===== src/rtl/wb_arb_pkg.sv =====
// Shared types for the two-master Wishbone round-robin arbiter.
// State encoding and master identifiers.
package wb_arb_pkg;

  typedef enum logic [1:0] {
    ARB_IDLE,
    ARB_OWN0,
    ARB_OWN1,
    ARB_DRAIN
  } arb_state_e;

  localparam logic ARB_M0 = 1'b0;
  localparam logic ARB_M1 = 1'b1;

  function automatic arb_state_e own_state(input logic m);
    return m ? ARB_OWN1 : ARB_OWN0;
  endfunction

endpackage


===== src/rtl/wb_if.sv =====
// Wishbone B4 pipelined bus bundle.
// Master drives request fields; slave drives response fields.
interface wb_if;
  logic [31:0] adr;
  logic [31:0] dat;
  logic [3:0]  sel;
  logic        we;
  logic        cyc;
  logic        stb;
  logic        ack;
  logic        err;
  logic        stall;
  logic [31:0] dat_o;

  modport master (
    output adr, dat, sel, we, cyc, stb,
    input  ack, err, stall, dat_o
  );

  modport slave (
    input  adr, dat, sel, we, cyc, stb,
    output ack, err, stall, dat_o
  );
endinterface


===== src/rtl/wb_outst_cnt.sv =====
// Saturating up/down count of accepted-but-unacked strobes.
// Simultaneous inc and dec leave the count unchanged.
module wb_outst_cnt #(
  parameter int unsigned MAX = 2,
  localparam int unsigned W  = $clog2(MAX + 1)
) (
  input  logic clk,
  input  logic rst_n,
  input  logic inc_i,
  input  logic dec_i,
  output logic full_o,
  output logic empty_o
);

  logic [W-1:0] cnt_q, cnt_d;
  logic         up, dn;

  assign full_o  = (cnt_q == W'(MAX));
  assign empty_o = (cnt_q == '0);

  always_comb begin
    up    = inc_i & ~full_o;
    dn    = dec_i & ~empty_o;
    cnt_d = cnt_q;
    if (up && !dn) begin
      cnt_d = cnt_q + 1'b1;
    end else if (dn && !up) begin
      cnt_d = cnt_q - 1'b1;
    end
  end

  always_ff @(posedge clk or negedge rst_n) begin
    if (!rst_n) begin
      cnt_q <= '0;
    end else begin
      cnt_q <= cnt_d;
    end
  end

endmodule


===== src/rtl/wb_arb2_rr.sv =====
// Two-master Wishbone B4 pipelined arbiter, round-robin,
// bus locked per cycle, responses routed by outstanding count.
module wb_arb2_rr
  import wb_arb_pkg::*;
#(
  parameter int unsigned MAX_OUTST = 2,
  parameter bit          M0_FIRST  = 1'b1
) (
  input  logic clk,
  input  logic rst_n,
  wb_if.slave  m0,
  wb_if.slave  m1,
  wb_if.master s
);

  arb_state_e state_q, state_d;
  logic       last_gnt_q, last_gnt_d;
  logic       own0, own1;
  logic       cur_cyc, cur_stb, fwd_stb;
  logic       full, empty;
  logic       cnt_inc, cnt_dec;

  assign own0 = (state_q == ARB_OWN0);
  assign own1 = (state_q == ARB_OWN1);

  assign cur_cyc = own1 ? m1.cyc : (own0 & m0.cyc);
  assign cur_stb = own1 ? m1.stb : (own0 & m0.stb);
  // A strobe arriving with cyc low is illegal and is dropped here.
  assign fwd_stb = cur_cyc & cur_stb & ~full;

  assign s.cyc = cur_cyc;
  assign s.stb = fwd_stb;
  assign s.we  = (own0 & m0.we) | (own1 & m1.we);
  assign s.adr = own1 ? m1.adr : m0.adr;
  assign s.dat = own1 ? m1.dat : m0.dat;
  assign s.sel = own1 ? m1.sel : m0.sel;

  assign m0.stall = ~own0 | s.stall | full;
  assign m0.ack   = own0 & s.ack;
  assign m0.err   = own0 & s.err;
  assign m0.dat_o = s.dat_o;

  assign m1.stall = ~own1 | s.stall | full;
  assign m1.ack   = own1 & s.ack;
  assign m1.err   = own1 & s.err;
  assign m1.dat_o = s.dat_o;

  assign cnt_inc = fwd_stb & ~s.stall;
  assign cnt_dec = (s.ack | s.err) & (state_q != ARB_IDLE);

  wb_outst_cnt #(
    .MAX(MAX_OUTST)
  ) u_cnt (
    .clk    (clk),
    .rst_n  (rst_n),
    .inc_i  (cnt_inc),
    .dec_i  (cnt_dec),
    .full_o (full),
    .empty_o(empty)
  );

  always_comb begin
    state_d    = state_q;
    last_gnt_d = last_gnt_q;
    unique case (state_q)
      ARB_IDLE: begin
        if (m0.cyc && m1.cyc) begin
          state_d = own_state(~last_gnt_q);
        end else if (m0.cyc) begin
          state_d = ARB_OWN0;
        end else if (m1.cyc) begin
          state_d = ARB_OWN1;
        end
      end
      ARB_OWN0: begin
        if (!m0.cyc) begin
          last_gnt_d = ARB_M0;
          state_d    = empty ? ARB_IDLE : ARB_DRAIN;
        end
      end
      ARB_OWN1: begin
        if (!m1.cyc) begin
          last_gnt_d = ARB_M1;
          state_d    = empty ? ARB_IDLE : ARB_DRAIN;
        end
      end
      ARB_DRAIN: begin
        if (empty) begin
          state_d = ARB_IDLE;
        end
      end
      default: state_d = ARB_IDLE;
    endcase
  end

  always_ff @(posedge clk or negedge rst_n) begin
    if (!rst_n) begin
      state_q    <= ARB_IDLE;
      last_gnt_q <= M0_FIRST ? ARB_M1 : ARB_M0;
    end else begin
      state_q    <= state_d;
      last_gnt_q <= last_gnt_d;
    end
  end

endmodule


===== src/flat_wrapper.sv =====
// flat-port wrapper written by rule: the top's interface ports become plain ports
module wb_arb2_rr_flat import wb_arb_pkg::*;
#(
  parameter int unsigned MAX_OUTST = 2,
  parameter bit          M0_FIRST  = 1'b1
)
  (clk, rst_n, m0_adr, m0_dat, m0_sel, m0_we, m0_cyc, m0_stb, m0_ack, m0_err, m0_stall, m0_dat_o, m1_adr, m1_dat, m1_sel, m1_we, m1_cyc, m1_stb, m1_ack, m1_err, m1_stall, m1_dat_o, s_adr, s_dat, s_sel, s_we, s_cyc, s_stb, s_ack, s_err, s_stall, s_dat_o);
  wb_if m0_i ();
  wb_if m1_i ();
  wb_if s_i ();
  input  logic clk;
  input  logic rst_n;
  input wire logic [$bits(m0_i.adr)-1:0] m0_adr;
  input wire logic [$bits(m0_i.dat)-1:0] m0_dat;
  input wire logic [$bits(m0_i.sel)-1:0] m0_sel;
  input wire logic [$bits(m0_i.we)-1:0] m0_we;
  input wire logic [$bits(m0_i.cyc)-1:0] m0_cyc;
  input wire logic [$bits(m0_i.stb)-1:0] m0_stb;
  output wire logic [$bits(m0_i.ack)-1:0] m0_ack;
  output wire logic [$bits(m0_i.err)-1:0] m0_err;
  output wire logic [$bits(m0_i.stall)-1:0] m0_stall;
  output wire logic [$bits(m0_i.dat_o)-1:0] m0_dat_o;
  input wire logic [$bits(m1_i.adr)-1:0] m1_adr;
  input wire logic [$bits(m1_i.dat)-1:0] m1_dat;
  input wire logic [$bits(m1_i.sel)-1:0] m1_sel;
  input wire logic [$bits(m1_i.we)-1:0] m1_we;
  input wire logic [$bits(m1_i.cyc)-1:0] m1_cyc;
  input wire logic [$bits(m1_i.stb)-1:0] m1_stb;
  output wire logic [$bits(m1_i.ack)-1:0] m1_ack;
  output wire logic [$bits(m1_i.err)-1:0] m1_err;
  output wire logic [$bits(m1_i.stall)-1:0] m1_stall;
  output wire logic [$bits(m1_i.dat_o)-1:0] m1_dat_o;
  output wire logic [$bits(s_i.adr)-1:0] s_adr;
  output wire logic [$bits(s_i.dat)-1:0] s_dat;
  output wire logic [$bits(s_i.sel)-1:0] s_sel;
  output wire logic [$bits(s_i.we)-1:0] s_we;
  output wire logic [$bits(s_i.cyc)-1:0] s_cyc;
  output wire logic [$bits(s_i.stb)-1:0] s_stb;
  input wire logic [$bits(s_i.ack)-1:0] s_ack;
  input wire logic [$bits(s_i.err)-1:0] s_err;
  input wire logic [$bits(s_i.stall)-1:0] s_stall;
  input wire logic [$bits(s_i.dat_o)-1:0] s_dat_o;
  assign m0_i.adr = m0_adr;
  assign m0_i.dat = m0_dat;
  assign m0_i.sel = m0_sel;
  assign m0_i.we = m0_we;
  assign m0_i.cyc = m0_cyc;
  assign m0_i.stb = m0_stb;
  assign m0_ack = m0_i.ack;
  assign m0_err = m0_i.err;
  assign m0_stall = m0_i.stall;
  assign m0_dat_o = m0_i.dat_o;
  assign m1_i.adr = m1_adr;
  assign m1_i.dat = m1_dat;
  assign m1_i.sel = m1_sel;
  assign m1_i.we = m1_we;
  assign m1_i.cyc = m1_cyc;
  assign m1_i.stb = m1_stb;
  assign m1_ack = m1_i.ack;
  assign m1_err = m1_i.err;
  assign m1_stall = m1_i.stall;
  assign m1_dat_o = m1_i.dat_o;
  assign s_adr = s_i.adr;
  assign s_dat = s_i.dat;
  assign s_sel = s_i.sel;
  assign s_we = s_i.we;
  assign s_cyc = s_i.cyc;
  assign s_stb = s_i.stb;
  assign s_i.ack = s_ack;
  assign s_i.err = s_err;
  assign s_i.stall = s_stall;
  assign s_i.dat_o = s_dat_o;
  wb_arb2_rr #(.MAX_OUTST(MAX_OUTST), .M0_FIRST(M0_FIRST)) u_core (.clk(clk), .rst_n(rst_n), .m0(m0_i), .m1(m1_i), .s(s_i));
endmodule

===== config.mk =====
export PLATFORM = sky130hd
export DESIGN_NAME = wb_arb2_rr_flat
export DESIGN_NICKNAME = d
export VERILOG_FILES = /design/src/rtl/wb_arb_pkg.sv /design/src/rtl/wb_if.sv /design/src/rtl/wb_outst_cnt.sv /design/src/rtl/wb_arb2_rr.sv /design/src/flat_wrapper.sv
export SDC_FILE = /design/constraint.sdc
export NUM_CORES = 1
export LEC_CHECK = 0
export CAP_MARGIN = 30
export CORE_AREA = 2 2 124 126
export CTS_BUF_LIST = sky130_fd_sc_hd__clkbuf_8
export CTS_CLUSTER_SIZE = 10
export DETAILED_ROUTE_END_ITERATION = 8
export DIE_AREA = 0 0 126 128
export PLACE_DENSITY_LB_ADDON = 0.15
export REMOVE_ABC_BUFFERS = 1
export SKIP_CTS_REPAIR_TIMING = 1
export SYNTH_ARGS = -nofsm -noshare
export SYNTH_HDL_FRONTEND = slang
export SYNTH_SLANG_ARGS = --single-unit

===== constraint.sdc =====
create_clock -name clk -period 5.9 [get_ports clk]
set_input_delay 0.885 -clock clk [delete_from_list [all_inputs] [get_ports clk]]
set_output_delay 0.885 -clock clk [all_outputs]
set_load 0.05 [all_outputs]

* Word-level counts from Yosys, hierarchy flattened *
Cells that the tools add are included.

storage, ports and cells
  output and inout bits = 141
  logic and storage cells = 69
  bits in read-only memories = 0
  latch bits = 0
  register bits after elaboration = 5
  memories = 0
  bits in writable memories = 0

cells by class
  equal/unequal tests = 8
  bitwise gates (word level) = 25
  div/mod/pow operators = 0
  add/subtract/negate cells = 2
  multiply operators = 0
  muxes and demuxes = 19
  order comparisons = 0
  reduce and logical (&&, ||, !) cells = 12
  shift operators = 0

operators with widths
  kind                 count
  $mux 32              2
  $mux 2               10
  $and 1x1->1          14
  $pmux 2 s4           1
  $eq 2x2->1 const B   3
  $or 1x1->1           6
  $reduce_bool 2->1    3
  $not 1->1            5
  $logic_not 2->1      2
  $mux 1               4
  $mux 4               1
  $ne 2x2->1 const B   2
  $ne 4x3->1 const B   1
  $reduce_and 4->1     1
  $logic_and 1x1->1    3
  $reduce_and 3->1     1
  $add 2x1->2 const B  1
  $eq 2x1->1 const B   1
  $logic_not 1->1      2
  $ne 2x1->1 const B   1
  $pmux 1 s2           1
  $sub 2x1->2 const B  1

* Longest topological paths before layout *
Gate-level depths: netlist (run 1).

  depth in word-level cells = 11
  depth in mapped cells = 10
  depth with buffers taken out = 9

* Hierarchy *
Synthesis (run 1) repeated with hierarchy kept, for this count alone.

second synthesis, totals
  cell total of the unflattened synthesis = 193
  area, all modules = 1746.7 um^2

modules (own cells, without submodules)
  module        cells an instance  instances  area an instance (um^2)  sequential area each (um^2)
  wb_arb2_rr    182                1          1630.3                   76.3
  wb_outst_cnt  11                 1          116.4                    50.0

* Worst setup path after synthesis (run 1) *
No wires, ideal clock.

  path type = input -> output
  start point = input port m0_cyc
  end point = output port s_stb
  arrival = 1.795 ns
  required time = 5.015 ns
  stages on the path = 2
  slack = 3.220 ns
  cells stage by stage = nand3b_1 a221oi_2

on the way
  cells in the longest elaborated chain, start to end = 4

RTL lines
  what                       RTL line            RTL
  from (decl)                flat_wrapper.sv:17  input wire logic [$bits(m0_i.cyc)-1:0] m0_cyc;
  $and 1x1->1                wb_arb2_rr.sv:26    assign cur_cyc = own1 ? m1.cyc : (own0 & m0.cyc);
  $mux 1                     wb_arb2_rr.sv:26
  $and 1x1->1 (2 in series)  wb_arb2_rr.sv:29    assign fwd_stb = cur_cyc & cur_stb & ~full;
  to (decl)                  flat_wrapper.sv:38  output wire logic [$bits(s_i.stb)-1:0] s_stb;

No other way between the ends.

* Final worst setup path (run 1) *
Same ends and word-level chain as after synthesis.

==> results.txt, run 1 <==
* Run status: finished, final reports clean
- The share of total power dissipated in the clock network is between 3 and 4%.
- Net switching is about three fifths of the power.
- The worst setup path is captured at a primary output.
- Critical path startpoint category: primary input
- Psw: between 0.9 and 1 mW
- The first routing iteration left 63 violations.
- In this run the worst setup path terminates at s_stb.
- Sequential elements use under 10% of the synthesized area.
- Cell-by-cell trace of the critical path: clkdlybuf4s50_1, nand3b_1, a221oi_2, clkdlybuf4s50_1
* Kind of critical path: primary input to primary output
* TritonCTS sink count: 5
- At the worst endpoint, the required time is roughly 5000 ps.
- Antenna violations before repair: 0
- Entering global routing, the biggest net connects 57 pins.
- The worst register-to-register path ends at u_core.u_cnt.cnt_q[1].
- Std cell rows: 45
- Ports placed on the boundary: 320
- In this run the standard cell core region covers 0.01486 sq mm.
- Period utilisation layout: 62.69%
* IO Port Bufs: ~220
* Slowest-stage cell, CP: sky130_fd_sc_hd__clkdlybuf4s50_1
* Total die area: about 0.016 sq mm
- Maximum achievable frequency: about 270 MHz
- sky130_fd_sc_hd__mux2_1 takes more of the synthesized area than any other cell.
- Met1 routing resource usage after global routing: between 10% and 20%
- Initial standard-cell utilization of the core: between 10% and 20%
- Vertical die dimension: 128 um
* Combinational cell fraction of total power: 91.6%
- Flops & latches, synth: 5
- After the last flow step, the layout net total stands at 531.
* Final setup fails: 0
- Hold violation total from the final report: 0
- Power spread over the standard cell area amounts to roughly 440 mW/mm^2.
* Worst Hold Class: flip-flop to flip-flop
* Worst slew margin: 60.97%
- For the pin with the worst max-slew slack, the measured transition is 583.6 ps.
* CTS HTree Levels: 1
- Across every metal layer, demand over resource in global routing totals 16.56%.
- Peak VDD IR: between 0.15 and 0.2 mV
* DR vias: ~2100
- By instance count, the cell type seen most on the critical path is sky130_fd_sc_hd__clkdlybuf4s50_1.
- The wire-length estimate of the detail-placed layout is roughly 13000 um.
* Wire length of the first global-routing pass: between 15000 and 20000 um
- Wire length after detailed routing: about 14000 um
- Top cell type's share of synthesized area: 35.71%
- Final critical-path required period: about 3700 ps
* Max-slew violations: 0
- For this run, the number of Yosys warnings is 0.
- At the worst endpoint, the arrival time is between 2000 and 3000 ps.
- In the final timing run, aggregate negative setup slack is 0 ps.
- Reg-to-Reg Start: u_core.state_q[0]
* GR Layer Usage met2: approximately 28%
* Worst setup path startpoint: m0_cyc
- RePlAce Congestion: around 0.84
- The library cells used most frequently in the layout, excluding fill and tap cells, are 223 x sky130_fd_sc_hd__clkdlybuf4s50_1, 55 x sky130_fd_sc_hd__mux2_1, 13 x sky130_fd_sc_hd__mux2_2.
* Antenna viol nets, final: 0
- The clock passes through at most 2 buffers.
- Summed instance area of the synthesized netlist: around 0.0017 sq mm
* Cts bufs inserted: 3
* Global-route met3 utilization: between 10% and 20%
- Root Buffer: sky130_fd_sc_hd__clkbuf_8
- The worst register-to-register path has a depth of 10.
- Register share of total power: 4.7%
- DRC violations left: 0
- The number of global-route vias before repair came to roughly 2300.
- The first detailed-routing pass ran for 4 iterations.
- Slack of the worst reg-to-reg path: 3390 ps
- After synthesis, the cell types taking the most area are sky130_fd_sc_hd__mux2_1 36%, sky130_fd_sc_hd__buf_4 28%, sky130_fd_sc_hd__mux2_2 8.4%.
- Cells with a size suffix above 1 make up about 6.1% of the layout.
- The largest single stage delay on the critical path is around 890 ps.
- Setup repair after global routing left no endpoint under its margin.
* Antenna diode count: 0
- In this run the static leakage power is around 1.4 nW.
* Residual overflow from global routing: 0
- The clock arrives with around 2.7 ps of skew.
- Dividing the detail-routed via count by the number of cells gives 3.882.
- Mean area per synthesized cell: between 9 and 10 sq um
- TritonCTS built the clock tree.
* Width of the die: between 100 and 150 um
- The design draws around 1.7 mW.
* Source-to-sink clock delay at the later pin of the worst-skew pair: around 220 ps
* Clock slew seen by the registers of the worst setup and hold paths: around 40 ps
* WL/cell: around 26 um
- In this run, distinct cell masters in the synthesized netlist total 26.
- The tool flagged a number of max-cap violations equal to 0.
- Hold Path Origin: u_core.last_gnt_q
- Synthesis produced a netlist whose cell count is 191.
- Worst-path fanout max: 6
- met2 is the most crowded layer.
- Area grow syn2layout: 116.7%
* Most common cell after layout, fill and taps aside: sky130_fd_sc_hd__clkdlybuf4s50_1
* Internal power: a little under 0.7 mW
## power groups by stage
stage	Combinational, mW	Sequential (mW)	Clock, mW
after floorplan	0.995	0.0710	0
after global placement	1.51	0.0765	0
after detailed placement	1.53	0.0783	0
after CTS	1.54	0.0781	0.0632
after global routing	1.60	0.0824	0.0661
final	1.52	0.0779	0.0613
## cell type report
class | count | area [sq um]
Clock buffer | 3 | 41.29
Clock inverter | 1 | 3.754
Fill cell | 1642 | 11110
Inverter | 3 | 11.26
Multi-Input combinational cell | 110 | 1081
Sequential cell | 5 | 126.4
Tap cell | 188 | 235.2
Timing Repair Buffer | 224 | 2260
## cell usage after synthesis
cell and count:
sky130_fd_sc_hd__buf_4 65, sky130_fd_sc_hd__mux2_1 55, sky130_fd_sc_hd__mux2_2 13, sky130_fd_sc_hd__buf_2 8, sky130_fd_sc_hd__nand2_1 6, sky130_fd_sc_hd__ha_1 5, sky130_fd_sc_hd__a31oi_1 4, sky130_fd_sc_hd__and2_1 4
sky130_fd_sc_hd__dfrtp_1 4, sky130_fd_sc_hd__inv_1 3, sky130_fd_sc_hd__nand3b_1 3, sky130_fd_sc_hd__nor2b_1 3, sky130_fd_sc_hd__o21ai_0 3, sky130_fd_sc_hd__nor2_1 2, sky130_fd_sc_hd__xor2_1 2, sky130_fd_sc_hd__a21boi_0 1
sky130_fd_sc_hd__a21oi_1 1, sky130_fd_sc_hd__a221oi_2 1, sky130_fd_sc_hd__a22o_1 1, sky130_fd_sc_hd__a22oi_1 1, sky130_fd_sc_hd__and3_1 1, sky130_fd_sc_hd__dfstp_2 1, sky130_fd_sc_hd__o21ba_2 1, sky130_fd_sc_hd__o22a_1 1
sky130_fd_sc_hd__or3b_1 1, sky130_fd_sc_hd__xnor2_1 1
## flip-flops by register name, indices dropped and copies added, names as in the netlist
register	cells
u_core.u_cnt.cnt_q	2
u_core.state_q	2
u_core.last_gnt_q	1
## per-layer routing
metal | routed length (um) | vias to the layer above | part of all wire, %
met2 | 6404 | 248 | 46
met4 | 205 | 2 | 1.5
li1 | - | 908 | -
met1 | 3781 | 904 | 27
met3 | 3324 | 11 | 24
met5 | 99 | - | 0.72
## worst max-delay path: cells and delay by family
family	cells	cell delay, ps
AOI/OAI and AO/OA	1	320
buffers and inverters	2	1450
and+or+nand+nor	1	150
## through the flow
stage / hold slack (ps) / std cells / util (%) / cell area (sq um) / setup WS, ps
after global placement: 520.9 / 529 / 24.80 / 3686 / 2159
after global routing: 548.9 / 534 / 25.29 / 3759 / 2022
after detailed placement: 519.2 / 530 / 24.98 / 3714 / 2232
final: 521.8 / 534 / 25.29 / 3759 / 2201
after CTS: 524.4 / 534 / 25.29 / 3759 / 2177
after floorplan: 471.8 / 118 / - / 1206 / 1562
## worst min path at each step
stage,end,slack [ps],cells after the start
2_1_floorplan,u_core.u_cnt.cnt_q[1],470,1
3_3_place_gp,u_core.last_gnt_q,520,1
3_5_place_dp,u_core.last_gnt_q,520,1
4_1_cts,u_core.last_gnt_q,520,1
5_1_grt,u_core.last_gnt_q,550,1
6_report,u_core.last_gnt_q,520,1
## logic make-up after synthesis
logic type                 Yosys count  synth area share, %
adders and majority gates            5                3.608
and+or+nand+nor                     20                6.422
buffers and inverters               76                31.10
xor gates and xnor gates             3                1.515
muxes                               68                44.16
DFF                                  5                7.288
AOI/OAI and AO/OA                   14                5.916
Power figures use the tool's default switching activity.
==> run 2: changes to the inputs <==
Settings changed: CORE_AREA 2 2 124 126 to 2 2 125 127, DIE_AREA 0 0 126 128 to 0 0 127 129.
Clock period 5.9 ns to 3.25 ns, I/O delays scaled along.
==> results.txt, run 2 (synthesis results as in run 1) <==
* Worst path bufs/invs: 3
- Setup violations remaining at the end of the flow were counted as 0.
- Worst Setup Slack, final: between 150 and 200 ps
* Critical path's largest stage delay: approximately 700 ps
- Number of max-cap violations: 0
* Vertical die dimension: ~130 um
- CTS built an H-tree with a depth of 1.
* Run status: finished, final reports clean
- After clock tree synthesis, the clock-pin slew on the worst setup and hold paths is 30 ps.
- For this configuration, the core starts out at a cell density of 11.58%.
- Critical path startpoint category: flip-flop
- Antenna violations before repair: 0
* Area of the core: between 0.01 and 0.015 sq mm
* Worst-path fanout max: 32
- Counting every sink on the clock net gives 5.
- TritonCTS built the clock tree.
* Kind of critical path: flip-flop to primary output
- Commonest cells after routing, fill and taps aside: 222 x sky130_fd_sc_hd__clkdlybuf4s50_1, 55 x sky130_fd_sc_hd__mux2_1, 13 x sky130_fd_sc_hd__mux2_2
- IO Port Bufs: 223
- Area grow syn2layout: 117.5%
- Row generation in the floorplan step produced 45 rows.
* Core occupancy in the finished layout: about a quarter
* HPWL after detailed placement: 12660 um
- Power spread over the standard cell area amounts to approximately 810 mW/mm^2.
- DR vias: about 2100
- Residual overflow from global routing: 0
- The final layout contains approximately 530 nets.
- Measured along the x axis, the die boundary spans around 130 um.
- Slowest-stage cell, CP: sky130_fd_sc_hd__clkdlybuf4s50_1
- Cts bufs inserted: 3
- Vias in the first global route: 2244
- In the global route stage, overall resource usage came out at ~16%.
- CTS Buffer Depth: 2
- In this run the count of I/O pins placed on the die edge is 320.
- Pin count of the biggest net entering global routing: 33
- Of the available clock period, the critical path in the final layout requires 95.13%.
- Leakage power: between 1 and 1.5 nW
* RePlAce Congestion: about 0.79
* WL/cell: 25.45 um
* Wire length after detailed routing: ~14000 um
* Via count normalized by instance count: between 3 and 4
- Root Buffer: sky130_fd_sc_hd__clkbuf_8
- Most common cell after layout, fill and taps aside: sky130_fd_sc_hd__clkdlybuf4s50_1
- At the later pin of the worst-skew pair, clock insertion delay measures ~220 ps.
- Pre-antenna DRT Iters: 4
* Hold violation total from the final report: 0
- Placement Setup Slack: between 300 and 400 ps
- Worst Hold Class: flip-flop to flip-flop
* Max-slew violations: 0
- After the first detailed-routing iteration, the DRC count stood at 74.
* Critical Path AT: about 2600 ps
- Number of fill cells: 1662
- Antenna diode count: 0
* Worst slew margin: 56.69%
- The post-route netlist has between 7 and 8% of its cells at a drive strength greater than 1.
- Setup skew after layout: 1.148 ps
* Tightest Pin Transition: ~650 ps
- Cell family with most CP delay: buffers and inverters
- For the worst setup path, the data required time is about 2800 ps.
* Biggest regs: u_core.state_q x2, u_core.u_cnt.cnt_q x2, u_core.last_gnt_q x1
- The die covers between 0.015 and 0.02 sq mm.
- Peak VDD IR: around 0.31 mV
- Element type at the critical path end: primary output
* Antenna viol nets, final: 0
- Slack of the worst reg-to-reg path: just under 800 ps
- Timing would allow up to approximately 320 MHz.
- Final critical-path required period: ~3100 ps
- Unrepaired setup endpoints after global routing: no
- Cell-by-cell trace of the critical path: inv_1, ha_4, buf_4, mux2_1, clkdlybuf4s50_1
- The first global-routing pass estimated 17550 um of wire.
* DRC violations left: 0
-- run 2: through the flow --
| stage | area (sq um) | total power, mW | TNS [ps] | hold WS, ps | instances |
|---|---|---|---|---|---|
| 2_1_floorplan | 1206 | 1.935 | -15700 | 191.9 | 118 |
| 3_3_place_gp | 3726 | 2.951 | 0 | 521.7 | 533 |
| 3_5_place_dp | 3726 | 2.953 | 0 | 514.0 | 533 |
| 4_1_cts | 3771 | 3.082 | 0 | 517.3 | 537 |
| 5_1_grt | 3771 | 3.203 | 0 | 525.8 | 537 |
| 6_report | 3771 | 3.047 | 0 | 509.4 | 537 |
-- run 2: routing by layer --
| layer | up-vias | routed length (um) | GRT usage [%] |
|---|---|---|---|
| met5 | - | 92 | 4.118 |
| met4 | 2 | 144 | 1.810 |
| met3 | 8 | 3068 | 15.43 |
| met2 | 261 | 5985 | 25.65 |
| met1 | 899 | 4377 | 14.61 |
| li1 | 912 | - | - |
-- run 2: final timing paths --
| path | from | to | cells after the start |
|---|---|---|---|
| worst max-delay path | u_core.state_q[0] | s_adr[19] | 5 |
| worst min-delay path | u_core.u_cnt.cnt_q[1] | u_core.u_cnt.cnt_q[1] | 1 |
| worst max register to register | u_core.state_q[0] | u_core.u_cnt.cnt_q[1] | 9 |
| worst min register to register | u_core.u_cnt.cnt_q[1] | u_core.u_cnt.cnt_q[1] | 1 |
| max in group asynchronous | rst_n | u_core.last_gnt_q | 1 |
| min in group asynchronous | rst_n | u_core.state_q[1] | 1 |
-- run 2: report_power, final --
| group | leakage, nW | switching, mW | internal [mW] |
|---|---|---|---|
| Combinational | 1.30 | 1.71 | 1.08 |
| Sequential | 0.0572 | 0.0390 | 0.101 |
| Clock | 0.0269 | 0.0309 | 0.0810 |
| Total | 1.39 | 1.78 | 1.26 |
-- run 2: final cells by class --
type | count | area, sq um | share of cell area (%)
flip-flops and latches | 5 | 126.4 | 3.351
inverters | 3 | 11.26 | 0.2986
repair buffers | 227 | 2272 | 60.25
clock inverters | 1 | 3.754 | 0.09954
well taps | 188 | 235.2 | 6.238
clock buffers | 3 | 41.29 | 1.095
multi-input cells | 110 | 1081 | 28.67
==> run 3: changes to the inputs <==
Settings changed: SLEW_MARGIN from default to 20.
==> results of run 3 <==
Final layout, timing and power as in run 2 (identical DEF).
